==> src/rtl/ser_pkg.sv <==
// Shared types for the bit serializer.
//   ser_state_t : FSM state encoding (the spare code 2'b11 is recovered to IDLE)
//   SER_GAP_W   : width of the inter-word gap counter
package ser_pkg;

    typedef enum logic [1:0] {
        ST_IDLE  = 2'b00,
        ST_SHIFT = 2'b01,
        ST_GAP   = 2'b10
    } ser_state_t;

    localparam int SER_GAP_W = 4;

endpackage

==> src/rtl/bit_serializer.sv <==
// Parallel-to-serial front end for the serial pattern detector.
// Accepts WIDTH-bit words over valid/ready and emits them one bit per clock,
// framed by ser_valid/ser_last. ser_bit is held low whenever no payload bit
// is on the line, so the detector sees a clean 0 between words.
//
// Ports
//   clk        rising-edge clock
//   rst        synchronous active-high reset
//   in_data    word to serialize, sampled on the accepting edge only
//   in_valid   upstream holds a word
//   in_ready   block accepts a word this cycle (state/counter decode only)
//   ser_bit    current serial bit, 0 when ser_valid=0
//   ser_valid  ser_bit is a payload bit
//   ser_last   final bit of a word
//   busy       FSM not in IDLE
//   state_dbg  FSM state for waveform debug
//
// state   | meaning
// --------+--------------------------------------------------------------
// IDLE    | waiting for a word, in_ready high
// SHIFT   | driving payload bits; reloads gaplessly at count 0 when GAP=0
// GAP     | forced idle cycles between words, line held low
// 2'b11   | unused, returns to IDLE on the next edge
module bit_serializer
    import ser_pkg::*;
#(
    parameter int WIDTH     = 8,
    parameter int MSB_FIRST = 1,
    parameter int GAP       = 0
) (
    input  logic             clk,
    input  logic             rst,
    input  logic [WIDTH-1:0] in_data,
    input  logic             in_valid,
    output logic             in_ready,
    output logic             ser_bit,
    output logic             ser_valid,
    output logic             ser_last,
    output logic             busy,
    output logic [1:0]       state_dbg
);

    localparam int CNT_W = $clog2(WIDTH);
    localparam logic [CNT_W-1:0]     CNT_LOAD = CNT_W'(WIDTH - 1);
    localparam logic [SER_GAP_W-1:0] GAP_LOAD = SER_GAP_W'((GAP > 0) ? GAP - 1 : 0);

    ser_state_t           state, state_nxt;
    logic [WIDTH-1:0]     shreg, shreg_nxt;
    logic [CNT_W-1:0]     bit_cnt, bit_cnt_nxt;
    logic [SER_GAP_W-1:0] gap_cnt, gap_cnt_nxt;

    logic                 out_bit;
    logic [WIDTH-1:0]     shreg_shifted;

    // The output end of the register depends on bit order; shifting always
    // moves toward that end and fills with zeros.
    assign out_bit       = (MSB_FIRST != 0) ? shreg[WIDTH-1] : shreg[0];
    assign shreg_shifted = (MSB_FIRST != 0) ? {shreg[WIDTH-2:0], 1'b0}
                                            : {1'b0, shreg[WIDTH-1:1]};

    always_ff @(posedge clk) begin
        if (rst) begin
            state   <= ST_IDLE;
            shreg   <= '0;
            bit_cnt <= '0;
            gap_cnt <= '0;
        end else begin
            state   <= state_nxt;
            shreg   <= shreg_nxt;
            bit_cnt <= bit_cnt_nxt;
            gap_cnt <= gap_cnt_nxt;
        end
    end

    always_comb begin
        state_nxt   = state;
        shreg_nxt   = shreg;
        bit_cnt_nxt = bit_cnt;
        gap_cnt_nxt = gap_cnt;
        in_ready    = 1'b0;
        ser_valid   = 1'b0;
        ser_bit     = 1'b0;
        ser_last    = 1'b0;

        case (state)
            ST_IDLE: begin
                in_ready = 1'b1;
                if (in_valid) begin
                    shreg_nxt   = in_data;
                    bit_cnt_nxt = CNT_LOAD;
                    state_nxt   = ST_SHIFT;
                end
            end

            ST_SHIFT: begin
                ser_valid = 1'b1;
                ser_bit   = out_bit;
                shreg_nxt = shreg_shifted;
                if (bit_cnt != '0) begin
                    bit_cnt_nxt = bit_cnt - 1'b1;
                end else begin
                    ser_last = 1'b1;
                    if (GAP > 0) begin
                        gap_cnt_nxt = GAP_LOAD;
                        state_nxt   = ST_GAP;
                    end else begin
                        // Last bit doubles as the next accept window.
                        in_ready = 1'b1;
                        if (in_valid) begin
                            shreg_nxt   = in_data;
                            bit_cnt_nxt = CNT_LOAD;
                        end else begin
                            state_nxt = ST_IDLE;
                        end
                    end
                end
            end

            ST_GAP: begin
                if (gap_cnt == '0) begin
                    state_nxt = ST_IDLE;
                end else begin
                    gap_cnt_nxt = gap_cnt - 1'b1;
                end
            end

            default: begin
                state_nxt = ST_IDLE;
            end
        endcase
    end

    assign busy      = (state != ST_IDLE);
    assign state_dbg = state;

endmodule

==> config.mk <==
export PLATFORM = sky130hd
export DESIGN_NAME = bit_serializer
export DESIGN_NICKNAME = d
export VERILOG_FILES = /design/src/rtl/ser_pkg.sv /design/src/rtl/bit_serializer.sv
export SDC_FILE = /design/constraint.sdc
export NUM_CORES = 1
export LEC_CHECK = 0
export CORE_AREA = 2 2 40 49
export DETAILED_ROUTE_END_ITERATION = 6
export DIE_AREA = 0 0 42 51
export HOLD_SLACK_MARGIN = 0.15
export PLACE_DENSITY = 0.78
export SYNTH_ARGS = -nofsm -noshare
export SYNTH_HDL_FRONTEND = slang
export SYNTH_SLANG_ARGS = --single-unit
==> constraint.sdc <==
create_clock -name clk -period 1.85 [get_ports clk]
set_input_delay 0.2775 -clock clk [delete_from_list [all_inputs] [get_ports clk]]
set_output_delay 0.2775 -clock clk [all_outputs]
set_load 0.02 [all_outputs]
Word level (Yosys, flattened, before mapping)
Index checks and enable logic that the tools add are counted.

cells by class
  bitwise gates (word level) = 1
  add/sub/neg operators = 2
  equality and inequality tests = 6
  muxes and demuxes = 17
  reductions and logical operators = 8

operators by type and width
  cell                                              count
  2-to-1 mux 8 bit                                  3
  one-hot mux 8 bit (2 select lines)                1
  2-to-1 mux 2 bit                                  4
  != test 2 bit, second input constant              4
  2-to-1 mux 3 bit                                  2
  one-hot mux 2 bit (3 select lines)                1
  one-hot mux 3 bit (2 select lines)                1
  zero test 4 bit                                   1
  2-to-1 mux 1 bit                                  4
  AND reduction 2 bit                               2
  AND reduction 4 bit                               1
  nonzero test 2 bit                                2
  subtractor 4 x 1 -> 4 bit, second input constant  1
  nonzero test 3 bit                                1
  subtractor 3 x 1 -> 3 bit, second input constant  1
  == test 2 x 1 -> 1 bit, second input constant     1
  == test 2 bit, second input constant              1
  zero test 2 bit                                   1
  one-hot mux 1 bit (2 select lines)                1
  NOT 1 bit                                         1

storage, ports and cells
  bits in registers = 17
  input port bits = 11
  logic and storage cells = 38
  output and inout port bits = 7

Logic depth before layout (Yosys ltp)
  depth after elaboration = 3
  mapped depth = 6
  gate-level depth less buffers = 5

Worst setup path after synthesis
Ideal clock, no wire load.

  kind = reg-to-output
  start point = register bit_cnt[0]
  end point = output ser_last
  path slack = 0.473 ns
  required time = 1.572 ns
  data arrival time = 1.100 ns
  path buffers = 1
  cell stages (with the launch flop) = 6
  cell sequence = dfxtp_1 -> inv_1 -> ha_1 -> nand2b_4 -> buf_6 -> nor2_1

on the way
  cells in the longest elaborated chain, start to end = 3

RTL lines
  what                      RTL line              text
  start: declaration        bit_serializer.sv:49  logic [CNT_W-1:0] bit_cnt, bit_cnt_nxt;
  start signal: assignment  bit_serializer.sv:70  bit_cnt <= bit_cnt_nxt;
  nonzero test 3 bit        bit_serializer.sv:99  if (bit_cnt != '0) begin
  2-to-1 mux 1 bit          -
  2-to-1 mux 1 bit          bit_serializer.sv:85  case (state)
  end: declaration          bit_serializer.sv:38  output logic ser_last,

Every way passes these cells.

Worst setup path in the final report
Same ends and word-level chain as after synthesis.

==> run_results.csv <==
group,metric,value,unit
global_route,antenna_found_initial,0,
critical_path,worstSetupEndpointType,"primary output",
detailed_routing,vias,647,
sta,finalCriticalPeriod,1.69,ns
critical_path,r2r-start,"bit_cnt[0]",
sta,finalClockSkew,0.00160,ns
yosys,synth.most_common_cell,"dfxtp_1",
cells_and_area,drive_gt1_frac,0.206,
detailed_routing,drc,0,
placed_design,place_congestion,0.853,
critical_path,cp_cell_sequence,"inv_1 > ha_2 > nand2b_4 > nor2_1 > dlygate4sd2_1",
critical_path,crit_family,"buffers and inverters",
clock_network,h-tree-depth,1,
detailed_routing,drt-vias-per-instance,5.58,
global_route,overflow,0,
clock_network,cts_hold_buf,0,
yosys,syn_avg_cell_area,9.28,µm²
sta,maxSlewHeadroom,0.660,
global_route,grt.total_usage,0.174,
pwr,p_leak,0.377,nW
detailed_routing,drtAntennaViolNets,0,
sta,clock.fmax,591,MHz
critical_path,crit_required,1.57,ns
clock_network,cts_buffers,3,
detailed_routing,routed_wl,1.69,mm
sta,fin_tns_setup,0,ns
global_route,grt_first_pass_wirelength,2.86,mm
sta,whs,0.531,ns
detailed_routing,wire_per_inst,14.6,µm
sta,rsz0062_at_grt,"false",
yosys,netlist_area,752,µm²
clock_network,cts_tree,"done",
critical_path,worstSetupStartpointType,"flop",
critical_path,cp.arrival,1.42,ns
yosys,synth.area.top_cells,"dfxtp_1 (32%), mux2i_1 (9.3%), a2111oi_2 (6.0%)",
die,coreArea,1720,µm²
clock_network,clk_latency,0.28,ns
clock_network,cts_root_buffer,"clkbuf_4",
global_route,grt_max_degree,20,
global_route,grt_pass1_vias,704,
placed_design,post-dp-hpwl,1.21,mm
yosys,ys_async_sr_fraction,0,
die,fp-row-count,17,
pwr,p_per_area,767,nW/µm²
yosys,synth_cell_types,28,
min_path,hp-class,"reg -> reg",
detailed_routing,first_iter_violations,16,
sta,period_share,0.915,
cells_and_area,nNetsFinal,111,
die,die_area,2140,µm²
die,die_height,51,µm
critical_path,worst-path-buf-inv,2,
critical_path,slowest_delay,0.34,ns
min_path,min_to,"bit_cnt[0]",
cells_and_area,fillers,163,
yosys,yosys.area.top_type,"dfxtp_1",
sta,hold_viol,0,
critical_path,rr_endpoint,"shreg[5]",
die,die_w,42,µm
sta,drv_slew,0,
detailed_routing,first_pass_iters,4,
min_path,min_path_cells,2,
run,max-cap-violations,0,
cells_and_area,syn_to_final_growth,26.5,%
sta,finalSetupViolCount,0,
yosys,synth-edff-count,0,
cells_and_area,diodes,0,
critical_path,rrSetupSlack,0.46,ns
yosys,synth_common_cells,"dfxtp_1 (12), a21oi_1 (7), mux2i_1 (7)",
clock_network,cts_buffer_depth,2,
die,initial_core_util,0.436,
min_path,hold_start,"bit_cnt[0]",
yosys,syn-num-nets,94,
yosys,synth_seq_cells,12,
yosys,ys_seq_area_frac,0.319,
die,ios,18,
critical_path,worstSetupPathType,"reg -> out",
run_status,status,"finished clean",
yosys,synth_cells,81,
placed_design,io_buffer_count,16,
yosys,synth-main-ff-cell,"dfxtp_1",
pwr,ir_worst_vdd,0.633,mV
sta,worstMarginPinSlew,0.509,ns
yosys,synth_warnings,0,
yosys,synth_top_area_share,0.319,
critical_path,slowest_stage,"dlygate4sd2_1",
critical_path,rr_worst_depth,5,
critical_path,path_max_fanout,4,
clock_network,cts_setup_buffers,0,
clock_network,clkTransAtPathRegs,0.08,ns
clock_network,clock-sinks,12,
[worst reg2reg max path, stage by stage, from the launching register on]
cell      delay (ns)
dfxtp_1         0.33
inv_1           0.07
ha_2            0.22
nand3b_1        0.23
nand2_1         0.16
o221a_2         0.27
[kinds of logic (layout without fill, tap and decap cells)]
logic type,count (synthesis),after routing,synth area share
compound gates,24,24,0.256
other cells,1,1,0.00499
buf+inv,14,30,0.121
flops,12,12,0.319
fa+ha+maj,2,2,0.0333
mux,7,7,0.0932
simple gates,21,21,0.171
[repair_timing]
item | in CTS | in global routing
setup endpoints to repair | 2 | 2
endpoints found under the hold margin | 0 | 0
resized for setup | 2 | 2
[state kept, by name, indices dropped and copies added (netlist names)]
signal / count
state_dbg: 1
bit_cnt: 3
shreg: 8
[worst max path at each step]
stage                       from  endpoint  slack [ns]  cells past startpoint
floorplan             bit_cnt[0]  ser_last        0.47                      5
global placement      bit_cnt[0]  ser_last        0.17                      5
detailed placement    bit_cnt[0]  ser_last        0.12                      5
CTS                 state_dbg[0]   ser_bit        0.07                      2
global route          bit_cnt[0]  ser_last        0.04                      5
finish                bit_cnt[0]  ser_last        0.16                      5
[final cells by class]
class / count / area, µm² / share of cell area
clock buffer: 4 / 36.3 / 0.0382
inverter: 5 / 18.8 / 0.0197
multi-input combinational: 55 / 423 / 0.445
sequential: 12 / 241 / 0.254
tap: 19 / 23.8 / 0.0250
timing repair buffer: 21 / 208 / 0.218
[placed cells by master (no fill, tap or decap), drive strengths merged]
master / netlist / final
a2111oi: 3 / 3
a211oi: 2 / 2
a21oi: 7 / 7
a311oi: 1 / 1
a31o: 1 / 1
and2: 1 / 1
buf: 8 / 5
clkbuf: 1 / 4
clkdlybuf4s50: 0 / 14
conb: 1 / 1
dfxtp: 12 / 12
dlygate4sd2: 0 / 2
ha: 2 / 2
inv: 5 / 5
mux2i: 7 / 7
nand2: 3 / 3
nand2b: 2 / 2
nand3b: 2 / 2
nor2: 6 / 6
nor3: 2 / 2
nor3b: 3 / 3
nor4b: 1 / 1
o21a: 3 / 3
o21ai: 3 / 3
o221a: 3 / 3
o22a: 1 / 1
or3: 1 / 1
[power breakdown]
| part | switching [mW] | internal [mW] |
|---|---|---|
| clock network | 0.0915 | 0.120 |
| registers | 0.0187 | 0.284 |
| logic | 0.107 | 0.107 |
[per-stage QoR]
| step | area, µm² | util | power [mW] | setup WS, ns | cells |
|---|---|---|---|---|---|
| floorplan | 752 | - | 0.456 | 0.473 | 81 |
| global placement | 913 | 0.530 | 0.513 | 0.171 | 112 |
| detailed placement | 913 | 0.530 | 0.524 | 0.125 | 112 |
| CTS | 947 | 0.550 | 0.733 | 0.0711 | 116 |
| global route | 951 | 0.552 | 0.779 | 0.0397 | 116 |
| finish | 951 | 0.552 | 0.729 | 0.157 | 116 |
[layer usage]
layer | up-vias | part of all wire | global-route usage
li1 | 322 | - | -
met1 | 305 | 0.40 | 0.176
met2 | 16 | 0.53 | 0.320
met3 | 4 | 0.051 | 0.0742
met4 | 0 | 0.014 | 0.0484
met5 | - | 0 | 0
No activity file was read; power rests on OpenSTA's default activity.
==> RTL change 1: new RTL, same settings <==
Set the parameter `WIDTH` to 4 (it was 8).
--- a/src/rtl/bit_serializer.sv
+++ b/src/rtl/bit_serializer.sv
@@ -26,3 +26,3 @@
 #(
-    parameter int WIDTH     = 8,
+    parameter int WIDTH     = 4,
     parameter int MSB_FIRST = 1,
Interface: changed (resized in_data); port bits go from 18 to 14. No check against the original RTL was run, so the function may have changed too.
==> RTL change 1 against the original RTL <==
Cell area fell by 41%; first-iteration DRC count shrank 88%; clock skew is 0.52 ps lower; wire length fell by 49%; final cell count is 35% lower; sequential cell count is 5 lower; sequential power shrank 39%; non-clock buffer count is 8 lower; worst setup slack lost 13 ps; synthesized area shrank 43%; power is 41% lower.
==> RTL change 1: results (changes against the original RTL) <==
- Post-synthesis mux area share: 6.96% (-2.4 points)
- H-Tree Level Count: 1 (unchanged)
- Share of power burned in registers: 42.8% (+1.2 points)
- CTS root buf: clkbuf_4
- Largest cells by area after synthesis: dfxtp_1 32%, buf_4 8.7%, mux2i_1 7.0%, nor3b_1 7.0%, nor4b_2 7.0%
- Status: completed
- Power Sequential: 0.000184 W (-39%)
- Half-perimeter wire length after placement: 613 µm (-49%)
- Clock Skews: 1.08 ps (-0.522 ps)
- Area after DPL: 529 µm² (-42%)
- Synth Area in Compound Gates: 15.1% (-11 points)
- Post-Syn Nets: 53 (-44%)
- Layout fillers: 182 (+12%)
- Routability cong.: 0.735 (-14%)
- Post-CTS sizing: 3 (+1)
- Layout cells sized above 1: 21.4% (+0.81 points)
- Xor and xnor area share after synthesis: 2.03% (+2.0 points)
- Post-synthesis sequential area ratio: 32.5% (+0.52 points)
- Crit path arrival time: 1430 ps
- Initial DRT Pass Iterations: 3 (-1)
- Total track usage: 8.87% (-8.5 points)
- Post-Place Cells: 71 (-37%)
- NetSw: 0.000129 W (-41%)
- Final #Nets: 64 (-42%)
- Initial antenna violation count: 0 (unchanged)
- Async SR Flop Fraction: 0% (unchanged)
- Initial drt markers: 2 (-14)
- Post CTS Setup Buffer Count: 0 (unchanged)
- Largest net degree at the start of global routing: 13 (-35%)
- Clk_lat worst skew: 260 ps (-20 ps)
- Clock share of power: 34.2% (+5.2 points)
- Port Buf Inserts: 12 (-4)
- Largest register by flop count: shreg
- Synth unique cells: 22 (-21%)
- Vias in the first global route: 342 (-51%)
- Max reg flops: 4 (-4)
- CTS clock-pin slew for the worst setup and hold paths: 50 ps (-30 ps)
- Commonest cells in the netlist: 7 x dfxtp_1, 5 x buf_4, 4 x nor3b_1
- First-pass GRT wire length: 1.39 mm (-52%)
- Post-DR vias/cell: 4.87 (-13%)
- Worst VDD drop: 314 µV (-50%)
- ANT cells: 0 (unchanged)
- DRT Wirelength: 855 µm (-49%)
- Leak Pwr: 0.208 nW (-45%)
- Final Util: 32.5% (-23 points)
- Routed vias: 365 (-44%)
- TritonCTS Buffers: 3 (unchanged)
- Synth Area in Adders: 0% (-3.3 points)
- Largest fanout on the critical path: 12 (+8)
- Worst min-delay path class: reg2reg
- Post-Synthesis Cells: 46 (-43%)
- Clk buf depth: 2 (unchanged)
## RTL change 1: cell count changes in the layout (fill, tap and decap cells not counted), moves of 3 or more
| cell | before | now |
|---|---|---|
| a21oi_1 | 7 | 1 |
| mux2i_1 | 7 | 3 |
| o21a_1 | 3 | 0 |
| inv_1 | 5 | 0 |
| dfxtp_1 | 11 | 6 |
| a2111oi_2 | 3 | 0 |
| nor2_1 | 6 | 2 |
| o221a_2 | 3 | 0 |
| nand2_1 | 3 | 0 |
| buf_4 | 4 | 1 |
| clkdlybuf4s50_1 | 14 | 10 |
## RTL change 1: path summary, 6_finish.rpt
kind | slack (ps) | cells after the start | startpoint | to
max | 140 | 2 | state_dbg[0] | ser_bit
min | 560 | 2 | shreg[0] | shreg[1]
max reg2reg | 710 | 4 | state_dbg[0] | shreg[1]
min reg2reg | 560 | 2 | shreg[0] | shreg[1]
## RTL change 1: metal layers
layer	up-vias	share of wire, %	global-route usage (%)
met4	0	1.9	9.14
met5	-	0	0
met3	2	5.0	3.53
li1	180	-	-
met2	10	48	13.0
met1	173	45	9.25
## RTL change 1: final cells by class
class | instances | share of cell area (%)
well taps | 19 | 4.24
repair buffers | 13 | 23.0
clock buffers | 4 | 4.69
multi-input cells | 31 | 42.2
flip-flops and latches | 7 | 25.2
inverters | 1 | 0.670
## RTL change 1: critical path, cell delays in order, from the launching register on
cell and delay, ps:
dfxtp_2 420, and2_1 150, clkdlybuf4s50_1 590
## RTL change 1: through the flow
stage	worst slack [ps]	hold WS [ps]
4_1_cts	58.3	567
2_1_floorplan	572	347
3_5_place_dp	179	540
6_report	144	563
3_3_place_gp	236	542
5_1_grt	107	627
## RTL change 1: logic make-up after synthesis
kind of cell    Yosys count
simple gates             16
compound gates           10
buf+inv                   8
flops                     7
mux                       3
xor+xnor                  1
other cells               1
==> RTL change 2: new RTL, config.mk and constraints unchanged <==
Without the edit above. Put one more register stage on the output `state_dbg`, without a reset. The value now appears one clock later. The other outputs are not delayed to match.
--- a/src/rtl/bit_serializer.sv
+++ b/src/rtl/bit_serializer.sv
@@ -133,3 +133,5 @@
     assign busy      = (state != ST_IDLE);
-    assign state_dbg = state;
+    always_ff @(posedge clk) begin
+        state_dbg <= state;
+    end
 
Formal check against the unedited RTL: not equivalent (Yosys sat finds a counterexample within 4 cycles, from zero or initial values and one cycle with rst high).
==> RTL change 2 against the original RTL <==
Power decreased by 2.3%; critical path depth down 3; global-route usage shrank 2.1 points; via count up 0.31%; non-clock buffer count grew 2; sequential share of layout area rose by 2.6 points; sequential cell count grew 1; cell area decreased by 2.2%; wire length down 8.0%; worst setup slack got worse by 17 ps; synthesized area is 4.3% lower; first-iteration DRC count shrank 50%.
==> RTL change 2: results (changes against the original RTL) <==
- Worst min-delay path class: reg2reg
- Xor and xnor area share after synthesis: 0% (unchanged)
- Top Registers: shreg x8, bit_cnt x3
- Initial drt markers: 8 (-8)
- Synth Area in Adders: 3.48% (+0.15 points)
- Half-perimeter wire length after placement: 1.17 mm (-3.5%)
- Synth Area in Compound Gates: 25.4% (-0.23 points)
- Worst Hold Endpoint: shreg[4]
- Post-Synthesis Cells: 79 (-2.5%)
- Hold WS: 535 ps (+4.28 ps)
- Post-synthesis mux area share: 5.74% (-3.6 points)
- DRT Wirelength: 1.56 mm (-8.0%)
- YS warnings: 0 (unchanged)
- Async SR Flop Fraction: 0% (unchanged)
- Post-synthesis sequential area ratio: 36.2% (+4.2 points)
- Reg2Reg Setup Slack: 300 ps (-160 ps)
- Largest cells by area after synthesis: dfxtp_1 36%, o221a_2 7.8%, nor2_1 4.7%, a21oi_1 4.2%, mux2i_1 4.2%
- Clock Skews: 1.73 ps (+0.123 ps)
- TritonCTS Buffers: 3 (unchanged)
- Worst hold start: shreg[3]
- R2r endpoint: shreg[2]
- Clk_lat worst skew: 280 ps (about the same)
- Initial antenna violation count: 0 (unchanged)
- Reg2Reg Depth: 6 (+1)
- Routability cong.: 0.758 (-11%)
- Hold depth: 1 (-1)
- CTS clock-pin slew for the worst setup and hold paths: 80 ps (about the same)
- Area after DPL: 908 µm² (-0.55%)
- Routed vias: 649 (+0.31%)
- Largest net degree at the start of global routing: 15 (-25%)
- Post-Syn Nets: 92 (-2.1%)
- CTS root buf: clkbuf_4
- Total track usage: 15.3% (-2.1 points)
- Vias in the first global route: 599 (-15%)
- Commonest cells in the netlist: 13 x dfxtp_1, 9 x nor2_1, 6 x a21oi_1
- Crit path arrival time: 1430 ps
- Clk buf depth: 2 (unchanged)
- First-pass GRT wire length: 2.44 mm (-15%)
- Port Buf Inserts: 16 (unchanged)
- Post-route insts no fill: 118 (+1.7%)
- Leak Pwr: 0.393 nW (+4.3%)
- Origin of the critical flop-to-flop path: bit_cnt[1]
- Largest fanout on the critical path: 14 (+10)
- H-Tree Level Count: 1 (unchanged)
- Synth unique cells: 29 (+3.6%)
- ANT cells: 0 (unchanged)
- Worst VDD drop: 455 µV (-28%)
- Status: completed
- Post-Place Cells: 114 (+1.8%)
- Initial DRT Pass Iterations: 4 (unchanged)
- Layout cells sized above 1: 23.2% (+2.6 points)
- Layout fillers: 165 (+1.2%)
## RTL change 2: cell count changes after synthesis, sizes merged, moves of 3 or more
cell   unedited run  this run
nor3              2         5
nor2b             0         4
nor3b             3         0
o21a              3         0
nor2              6         9
buf               8         5
mux2i             7         3
## RTL change 2: how the worst max path moves through the flow
stage                          start        to  slack (ps)  cells after the start
after floorplan           bit_cnt[0]  in_ready         430                      6
after global placement    bit_cnt[1]  ser_last          70                      5
after detailed placement  bit_cnt[1]  ser_last          20                      5
after CTS                 bit_cnt[1]  ser_last           2                      5
after global routing      bit_cnt[1]  ser_last          40                      5
final                       state[0]      busy         140                      2
## RTL change 2: area by class of cell
| type | instances | area [µm²] | share of cell area (%) |
|---|---|---|---|
| sequential | 13 | 260 | 28.0 |
| timing repair buffer | 23 | 205 | 22.1 |
| clock buffer | 4 | 26.3 | 2.83 |
| inverter | 5 | 18.8 | 2.02 |
| multi-input combinational | 54 | 395 | 42.5 |
| tap | 19 | 23.8 | 2.56 |
## RTL change 2: critical path, stage by stage (launching register included)
cell and delay (ps):
dfxtp_1 340, buf_4 190, clkdlybuf4s50_1 620
## RTL change 2: power by group
part | internal (W) | total (W) | switching (W) | leakage (nW)
sequential | 0.000308 | 0.000324 | 0.0000165 | 0.108
clock | 0.0000838 | 0.000181 | 0.0000972 | 0.0150
combinational | 0.000104 | 0.000207 | 0.000103 | 0.270
total | 0.000495 | 0.000712 | 0.000217 | 0.393
## RTL change 2: what timing repair did
action | 4_1_cts | 5_1_grt
gates resized for setup | 4 | 4
hold buffers | 0 | 0
setup buffers | 0 | 0
endpoints found under the setup margin | 2 | 3
pin swaps | 1 | 0
## RTL change 2: routing by layer
metal	up-vias	wire length [µm]	track usage, %
met4	0	19	8.06
met1	304	656	15.7
met3	4	87	3.89
li1	323	-	-
met2	18	793	28.1
met5	-	0	0
## RTL change 2: cells by family (layout without fill, tap and decap cells)
kind of cell | count (synthesis) | after routing
muxes | 4 | 4
and+or+nand+nor | 25 | 25
AOI/OAI and AO/OA | 22 | 22
adders and majority gates | 2 | 2
DFF | 13 | 13
buffers and inverters | 12 | 32
other | 1 | 1
## RTL change 2: metrics by stage
| step | setup WS [ps] | util (%) |
|---|---|---|
| 2_1_floorplan | 432 | - |
| 3_3_place_gp | 71.7 | 52.7 |
| 3_5_place_dp | 24.1 | 52.7 |
| 4_1_cts | 1.80 | 54.2 |
| 5_1_grt | 42.7 | 54.0 |
| 6_report | 140 | 54.0 |
